===== src/rtl/adder_arbiter.sv =====
// Two requesters time-share one carry-select adder through 1-entry request buffers
// and a round-robin arbiter; each port gets a registered result with a one-cycle valid pulse.

module adder_arbiter_rca #(
  parameter int W = 8
) (
  input  logic [W-1:0] i_a,
  input  logic [W-1:0] i_b,
  input  logic         i_cin,
  output logic [W-1:0] o_sum,
  output logic         o_cout
);
  logic [W:0] w_c;
  assign w_c[0] = i_cin;
  for (genvar i = 0; i < W; i++) begin : g_bit
    assign o_sum[i]  = i_a[i] ^ i_b[i] ^ w_c[i];
    assign w_c[i+1]  = (i_a[i] & i_b[i]) | (w_c[i] & (i_a[i] ^ i_b[i]));
  end
  assign o_cout = w_c[W];
endmodule

module csa_32b_by_rca (
  input  logic [31:0] i_a,
  input  logic [31:0] i_b,
  input  logic        i_cin,
  output logic [31:0] o_sum,
  output logic        o_cout
);
  localparam int BLK = 8;
  localparam int NB  = 32 / BLK;
  logic [NB:0] w_c;
  assign w_c[0] = i_cin;
  for (genvar i = 0; i < NB; i++) begin : g_blk
    if (i == 0) begin : g_lsb
      adder_arbiter_rca #(.W(BLK)) u_rca (
        .i_a(i_a[BLK-1:0]), .i_b(i_b[BLK-1:0]), .i_cin(w_c[0]),
        .o_sum(o_sum[BLK-1:0]), .o_cout(w_c[1]));
    end else begin : g_sel
      // Upper blocks precompute both carry-in cases; the incoming carry only selects.
      logic [BLK-1:0] w_s0, w_s1;
      logic           w_c0, w_c1;
      adder_arbiter_rca #(.W(BLK)) u_rca0 (
        .i_a(i_a[i*BLK +: BLK]), .i_b(i_b[i*BLK +: BLK]), .i_cin(1'b0),
        .o_sum(w_s0), .o_cout(w_c0));
      adder_arbiter_rca #(.W(BLK)) u_rca1 (
        .i_a(i_a[i*BLK +: BLK]), .i_b(i_b[i*BLK +: BLK]), .i_cin(1'b1),
        .o_sum(w_s1), .o_cout(w_c1));
      assign o_sum[i*BLK +: BLK] = w_c[i] ? w_s1 : w_s0;
      assign w_c[i+1]            = w_c[i] ? w_c1 : w_c0;
    end
  end
  assign o_cout = w_c[NB];
endmodule

module adder_arbiter_port #(
  parameter int WIDTH = 32
) (
  input  logic             clock,
  input  logic             reset_n,
  input  logic             i_valid,
  input  logic [WIDTH-1:0] i_a,
  input  logic [WIDTH-1:0] i_b,
  input  logic             i_sub,
  input  logic             i_gnt,
  input  logic [WIDTH-1:0] i_res,
  input  logic             i_cout,
  input  logic             i_ovf,
  output logic             o_ready,
  output logic             o_full,
  output logic [WIDTH-1:0] o_a,
  output logic [WIDTH-1:0] o_b,
  output logic             o_sub,
  output logic             o_rsp_valid,
  output logic [WIDTH-1:0] o_rsp_result,
  output logic             o_rsp_cout,
  output logic             o_rsp_ovf
);
  logic             r_full, r_sub, r_rsp_valid, r_rsp_cout, r_rsp_ovf;
  logic [WIDTH-1:0] r_a, r_b, r_rsp_result;

  always_ff @(posedge clock) begin
    if (!reset_n) begin
      r_full       <= 1'b0;
      r_a          <= '0;
      r_b          <= '0;
      r_sub        <= 1'b0;
      r_rsp_valid  <= 1'b0;
      r_rsp_result <= '0;
      r_rsp_cout   <= 1'b0;
      r_rsp_ovf    <= 1'b0;
    end else begin
      r_rsp_valid <= i_gnt;
      // A full buffer never accepts, so grant and accept are mutually exclusive here.
      if (i_gnt) begin
        r_full       <= 1'b0;
        r_rsp_result <= i_res;
        r_rsp_cout   <= i_cout;
        r_rsp_ovf    <= i_ovf;
      end else if (i_valid && !r_full) begin
        r_full <= 1'b1;
        r_a    <= i_a;
        r_b    <= i_b;
        r_sub  <= i_sub;
      end
    end
  end

  assign o_ready      = ~r_full & reset_n;
  assign o_full       = r_full;
  assign o_a          = r_a;
  assign o_b          = r_b;
  assign o_sub        = r_sub;
  assign o_rsp_valid  = r_rsp_valid;
  assign o_rsp_result = r_rsp_result;
  assign o_rsp_cout   = r_rsp_cout;
  assign o_rsp_ovf    = r_rsp_ovf;
endmodule

module adder_arbiter #(
  parameter int WIDTH = 32  // must stay 32 to match the shared adder
) (
  input  logic             clock,
  input  logic             reset_n,
  input  logic             req0_valid,
  output logic             req0_ready,
  input  logic [WIDTH-1:0] req0_a,
  input  logic [WIDTH-1:0] req0_b,
  input  logic             req0_sub,
  output logic             rsp0_valid,
  output logic [WIDTH-1:0] rsp0_result,
  output logic             rsp0_cout,
  output logic             rsp0_ovf,
  input  logic             req1_valid,
  output logic             req1_ready,
  input  logic [WIDTH-1:0] req1_a,
  input  logic [WIDTH-1:0] req1_b,
  input  logic             req1_sub,
  output logic             rsp1_valid,
  output logic [WIDTH-1:0] rsp1_result,
  output logic             rsp1_cout,
  output logic             rsp1_ovf,
  output logic             busy
);
  localparam int NUM_PORTS = 2;

  logic [NUM_PORTS-1:0]            w_valid, w_sub, w_ready, w_full, w_bsub, w_gnt;
  logic [NUM_PORTS-1:0]            w_rv, w_rco, w_rov;
  logic [NUM_PORTS-1:0][WIDTH-1:0] w_a, w_b, w_ba, w_bb, w_rres;
  logic [WIDTH-1:0]                w_opa, w_bsel, w_opb, w_sum;
  logic                            w_selsub, w_cout, w_ovf;
  logic                            r_ptr;

  assign w_valid = {req1_valid, req0_valid};
  assign w_sub   = {req1_sub, req0_sub};
  assign w_a     = {req1_a, req0_a};
  assign w_b     = {req1_b, req0_b};

  // Contention goes to r_ptr; a lone full buffer always wins.
  assign w_gnt[0] = w_full[0] & (~w_full[1] | ~r_ptr);
  assign w_gnt[1] = w_full[1] & (~w_full[0] |  r_ptr);

  assign w_opa    = w_gnt[1] ? w_ba[1]   : w_ba[0];
  assign w_bsel   = w_gnt[1] ? w_bb[1]   : w_bb[0];
  assign w_selsub = w_gnt[1] ? w_bsub[1] : w_bsub[0];
  assign w_opb    = w_selsub ? ~w_bsel : w_bsel;

  csa_32b_by_rca u_add (
    .i_a(w_opa), .i_b(w_opb), .i_cin(w_selsub), .o_sum(w_sum), .o_cout(w_cout));

  assign w_ovf = (w_opa[WIDTH-1] == w_opb[WIDTH-1]) & (w_sum[WIDTH-1] != w_opa[WIDTH-1]);

  for (genvar k = 0; k < NUM_PORTS; k++) begin : g_port
    adder_arbiter_port #(.WIDTH(WIDTH)) u_port (
      .clock(clock), .reset_n(reset_n),
      .i_valid(w_valid[k]), .i_a(w_a[k]), .i_b(w_b[k]), .i_sub(w_sub[k]),
      .i_gnt(w_gnt[k]), .i_res(w_sum), .i_cout(w_cout), .i_ovf(w_ovf),
      .o_ready(w_ready[k]), .o_full(w_full[k]),
      .o_a(w_ba[k]), .o_b(w_bb[k]), .o_sub(w_bsub[k]),
      .o_rsp_valid(w_rv[k]), .o_rsp_result(w_rres[k]),
      .o_rsp_cout(w_rco[k]), .o_rsp_ovf(w_rov[k]));
  end

  always_ff @(posedge clock) begin
    if (!reset_n)      r_ptr <= 1'b0;
    else if (w_gnt[0]) r_ptr <= 1'b1;
    else if (w_gnt[1]) r_ptr <= 1'b0;
  end

  assign req0_ready  = w_ready[0];
  assign req1_ready  = w_ready[1];
  assign rsp0_valid  = w_rv[0];
  assign rsp1_valid  = w_rv[1];
  assign rsp0_result = w_rres[0];
  assign rsp1_result = w_rres[1];
  assign rsp0_cout   = w_rco[0];
  assign rsp1_cout   = w_rco[1];
  assign rsp0_ovf    = w_rov[0];
  assign rsp1_ovf    = w_rov[1];
  assign busy        = (|w_full) | (|w_rv);
endmodule

===== config.mk =====
export PLATFORM = sky130hd
export DESIGN_NAME = adder_arbiter
export DESIGN_NICKNAME = d
export VERILOG_FILES = /design/src/rtl/adder_arbiter.sv
export SDC_FILE = /design/constraint.sdc
export NUM_CORES = 1
export LEC_CHECK = 0
export CAP_MARGIN = 10
export CORE_MARGIN = 4
export CORE_UTILIZATION = 57
export CTS_CLUSTER_DIAMETER = 40
export DETAILED_ROUTE_END_ITERATION = 8
export GPL_TIMING_DRIVEN = 1
export PLACE_DENSITY = 0.87
export SLEW_MARGIN = 30
export SYNTH_ARGS = -nofsm -noshare
export SYNTH_HDL_FRONTEND = slang
export SYNTH_HIERARCHICAL = 1
export SYNTH_SLANG_ARGS = --single-unit

===== constraint.sdc =====
create_clock -name clock -period 11.5 [get_ports clock]
set_clock_uncertainty 0.05 [all_clocks]
set_input_delay 3.45 -clock clock [delete_from_list [all_inputs] [get_ports clock]]
set_output_delay 3.45 -clock clock [all_outputs]
set_load 0.1 [all_outputs]

# After elaboration in Yosys (flattened, before gate mapping)
# Cells that the tools add are included.
dict set report op_classes {
  n_reduce_logical 11
  eq_ne 2
  bitwise_logic 235
  mux 12
}
# operator count
set ops {}
lappend ops {{32-bit two-way mux} 3}
lappend ops {{1-bit AND} 87}
lappend ops {{1-bit XOR} 82}
lappend ops {{1-bit OR} 56}
lappend ops {{32-bit NOT} 1}
lappend ops {{8-bit two-way mux} 3}
lappend ops {{1-bit NOT} 9}
lappend ops {{2-bit OR reduction} 4}
lappend ops {{1-bit two-way mux} 6}
lappend ops {{2-bit AND reduction} 2}
lappend ops {{1-bit logical AND} 2}
lappend ops {{1-bit logical NOT} 2}
lappend ops {{2-bit nonzero test} 1}
lappend ops {{1-bit equality test} 1}
lappend ops {{1-bit != test} 1}
dict set report word_totals {
  output_inout_bits 73
  inputBits 134
  register_bits 203
  wordCells 277
}

# Longest topological paths before layout
dict set report logic_depth {
  depth_word 28
  ltp_mapped 26
  ltp_nobuf 24
}

# Cells and area by module
# The synthesis kept the hierarchy.
# module instances cells_each area_each_um2 seq_area_each_um2
set modules_own_cells {}
lappend modules_own_cells {adder_arbiter_port 2 398 3976.3 2021.9}
lappend modules_own_cells {adder_arbiter_rca 7 18 197.7 0.0}
lappend modules_own_cells {adder_arbiter 1 191 1204.9 20.0}
lappend modules_own_cells {csa_32b_by_rca 1 30 345.3 0.0}

# Worst setup path after synthesis
# OpenSTA, ideal clock, no wires.
dict set report synth_path {
  path_type {input-to-output}
  from {input port reset_n}
  to {output port req0_ready}
  cell_stages 3
  required_ps 8000
  arrival_time_ps 5182
  slack_ps 2818
  path_buffers 2
  path_cell_list {buf_2 > clkbuf_1 > nor2b_1}
}
dict set report synth_via {
  elab_chain_cells 1
}
# item line_no
set synth_rtl {}
lappend synth_rtl {{start: declaration} 123} ;# input logic reset_n,
lappend synth_rtl {{1-bit AND} 108} ;# assign o_ready = ~r_full & reset_n;
lappend synth_rtl {{end: declaration} 125} ;# output logic req0_ready,
# Every way passes these cells.

# Worst setup path in the final report
# Ends and elaborated chain as after synthesis.

==> impl_metrics.tcl <==
set metrics [dict create \
    firstDrtPassIters 6 \
    start_util 0.580 \
    post-cts-setup-buffer-count 0 \
    clk_pin_slew_ns 0.05 \
    seq_area_mm2 0.00406 \
    hold_path_class "register to register" \
    finalCritPeriodShare 0.759 \
    crit_required_ns 8.00 \
    dieArea_mm2 0.0214 \
    syn_inst 1143 \
    routed_wl_um 26300 \
    synth_mux_area_frac 0.243 \
    synth_common_cells "356 x nand2_1, 229 x mux2i_1, 203 x dfxtp_1" \
    cp.arrival_ns 5.22 \
    fmax_mhz 115 \
    synth_top_family_by_area "multiplexers" \
    cts_max_level 1 \
    cts.sinks 203 \
    vias 8139 \
    wl_per_cell_um 16.7 \
    place_ws_ns 2.76 \
    cts_tree "done" \
    slew_viol_final 0 \
    first_global_vias 8564 \
    p_leak_nw 5.87 \
    synthTopCellsByArea "dfxtp_1 37%, mux2i_1 21%, nand2_1 12%" \
    synth-compound-area-share 0.00379 \
    rows 50 \
    switching_share 0.344 \
    synth_xor_area_frac 0.0265 \
    period_minus_slack_ns 8.72 \
    power_frac_seq 0.343 \
    syn-cell-area_mm2 0.0109 \
    power_density_mw_per_mm2 169 \
    yosysTopAreaCell "dfxtp_1" \
    fin_setup_tns_ns 0 \
    ctsRootBufferMaster "clkbuf_16" \
    clockBufferDepth 3 \
    viasPerCell 5.15 \
    nets 1512 \
    fin_ws_ns 2.78 \
    p_sw_mw 0.799 \
    power_mw 2.32 \
    drive_above_1_share 0.0714 \
    numCtsBuffers 29 \
    critPathKind "primary input to primary output" \
    synth_seq_cells 203 \
    dp_hpwl_um 18300 \
    nFillCells 1358 \
    rsz0062_at_grt "no" \
    cts_hold_buf 0 \
    end_kind "primary output" \
    post_cts_resized 0 \
    antenna_found_initial 2 \
    cp-start-kind "primary input" \
    yosys.area_share.simple 0.175 \
    grt.overflow.total 0 \
    synth_adder_area_share 0.103 \
    maxCapViolations 0 \
    slew_headroom 0.327 \
    gp_congestion 0.815 \
    synth_most_common_cell "nand2_1" \
    async_reset_ff_frac 0 \
    clock_latency_ns 0.52 \
    outcome "completed" \
    floorplan.io_pins 207 \
    synth-edff-count 0 \
    synth.distinct_cells 30 \
    drc_errors 0 \
    die_x_um 146 \
    synth_top_area_frac 0.373 \
    worst_slew_pin_slew_ns 1.01 \
    drtIter0Drc 413 \
    ir_drop_uv 111 \
    grt_pass1_wl_um 42800 \
    ys.warnings.count 6 \
    yosysSeqAreaShare 0.373 \
    die_h_um 146 \
    p_int_mw 1.52 \
    track_usage 0.241 \
    syn_area_per_cell_um2 9.52 \
    pwr-share-comb 0.282 \
    core_area_mm2 0.0188 \
    clockPowerShare 0.374 \
    reg2reg_depth 24 \
    synthFlopType "dfxtp_1" \
    cp_max_fo 84 \
    multi_input_area_mm2 0.00603 \
    grt_max_degree 93 \
    hold_depth 2 \
    setup_viol 0 \
    ant_nets 0 \
    syn_to_final_growth_pct 26.5 \
    portBuffers 206 \
    final_hold_viol_count 0 \
]
[placed cells by master, fill, tap and decap left out, types with 2 or more instances in the layout]
cell type        Yosys  final
inv_1               70     70
nand2_1            356    356
clkdlybuf4s50_1      0    205
mux2i_1            229    229
mux2_2              25     25
mux2i_4              3      3
nor2_1               5      5
clkbuf_1            19      3
and3_1               2      2
clkinv_4             0      3
clkbuf_8             0      2
xor2_1              33     33
and2_1               2      2
clkinv_2             0      4
nor2b_1             70     70
conb_1               2      6
inv_8                0      3
clkbuf_16            0     29
nor3b_4              2      2
buf_4                6      9
dfxtp_1            203    203
fa_1                56     56
inv_6                0      7
bufinv_16            0      2
nor3b_1              2      2
clkinvlp_4           0      2
[path summary, 6_finish.rpt]
| path | from | end | slack [ns] |
|---|---|---|---|
| setup / recovery | reset_n | req0_ready | 2.78 |
| hold / removal | g_port[0].u_port/o_b[13]$_SDFFE_PN0P_ | g_port[0].u_port/o_b[13]$_SDFFE_PN0P_ | 0.41 |
| setup reg to reg | g_port[0].u_port/o_full$_SDFFE_PP0P_ | g_port[0].u_port/o_rsp_ovf$_SDFFE_PN0P_ | 3.62 |
| hold reg to reg | g_port[0].u_port/o_b[13]$_SDFFE_PN0P_ | g_port[0].u_port/o_b[13]$_SDFFE_PN0P_ | 0.41 |
[power groups by stage]
stage / sequential [mW] / clock (mW) / combinational, mW
final: 0.797 / 0.870 / 0.656
after global placement: 0.808 / 0 / 0.636
after CTS: 0.797 / 0.886 / 0.660
after detailed placement: 0.811 / 0 / 0.657
after floorplan: 0.974 / 0 / 0.325
after global routing: 0.804 / 0.917 / 0.705
[metal layers]
metal	GRT usage	wire length (um)	up-vias
met3	0.0493	1490	44
met1	0.292	11100	3884
met2	0.435	13200	231
met4	0.0677	574	2
met5	0	13	-
li1	-	-	3978
[stage by stage]
step            util  area (um2)  hold WS, ns  cells
2_1_floorplan      -       10900        0.384   1147
3_3_place_gp   0.682       12800        0.392   1525
3_5_place_dp   0.682       12800        0.398   1525
4_1_cts        0.733       13800        0.409   1578
5_1_grt        0.734       13800        0.422   1579
6_report       0.734       13800        0.406   1579
[registers in the layout (all words and copies together) (netlist names)]
signal                      flops
g_port.u_port/o_a              64
g_port.u_port/o_b              64
g_port.u_port/o_rsp_result     64
g_port.u_port/o_full            2
g_port.u_port/o_rsp_cout        2
g_port.u_port/o_rsp_ovf         2
g_port.u_port/o_rsp_valid       2
g_port.u_port/o_sub             2
r_ptr                           1
[layout make-up]
cell class                 instances  share of cell area
antenna                            1            0.000182
clock buffer                      33              0.0545
clock inverter                    20              0.0154
inverter                          72              0.0197
multi-input combinational        800               0.438
sequential                       203               0.295
tap                              234              0.0213
timing repair buffer             216               0.156
[worst max-delay path, stage by stage]
cell	delay, ns
clkbuf_8	0.41
nor2b_1	0.20
clkdlybuf4s50_1	1.15
[logic make-up after synthesis]
| group | after synthesis |
|---|---|
| compound gates | 5 |
| xor+xnor | 33 |
| fa+ha+maj | 56 |
| buf+inv | 144 |
| flops | 203 |
| mux | 257 |
| other cells | 2 |
| simple gates | 443 |
Power figures use the tool's default switching activity.
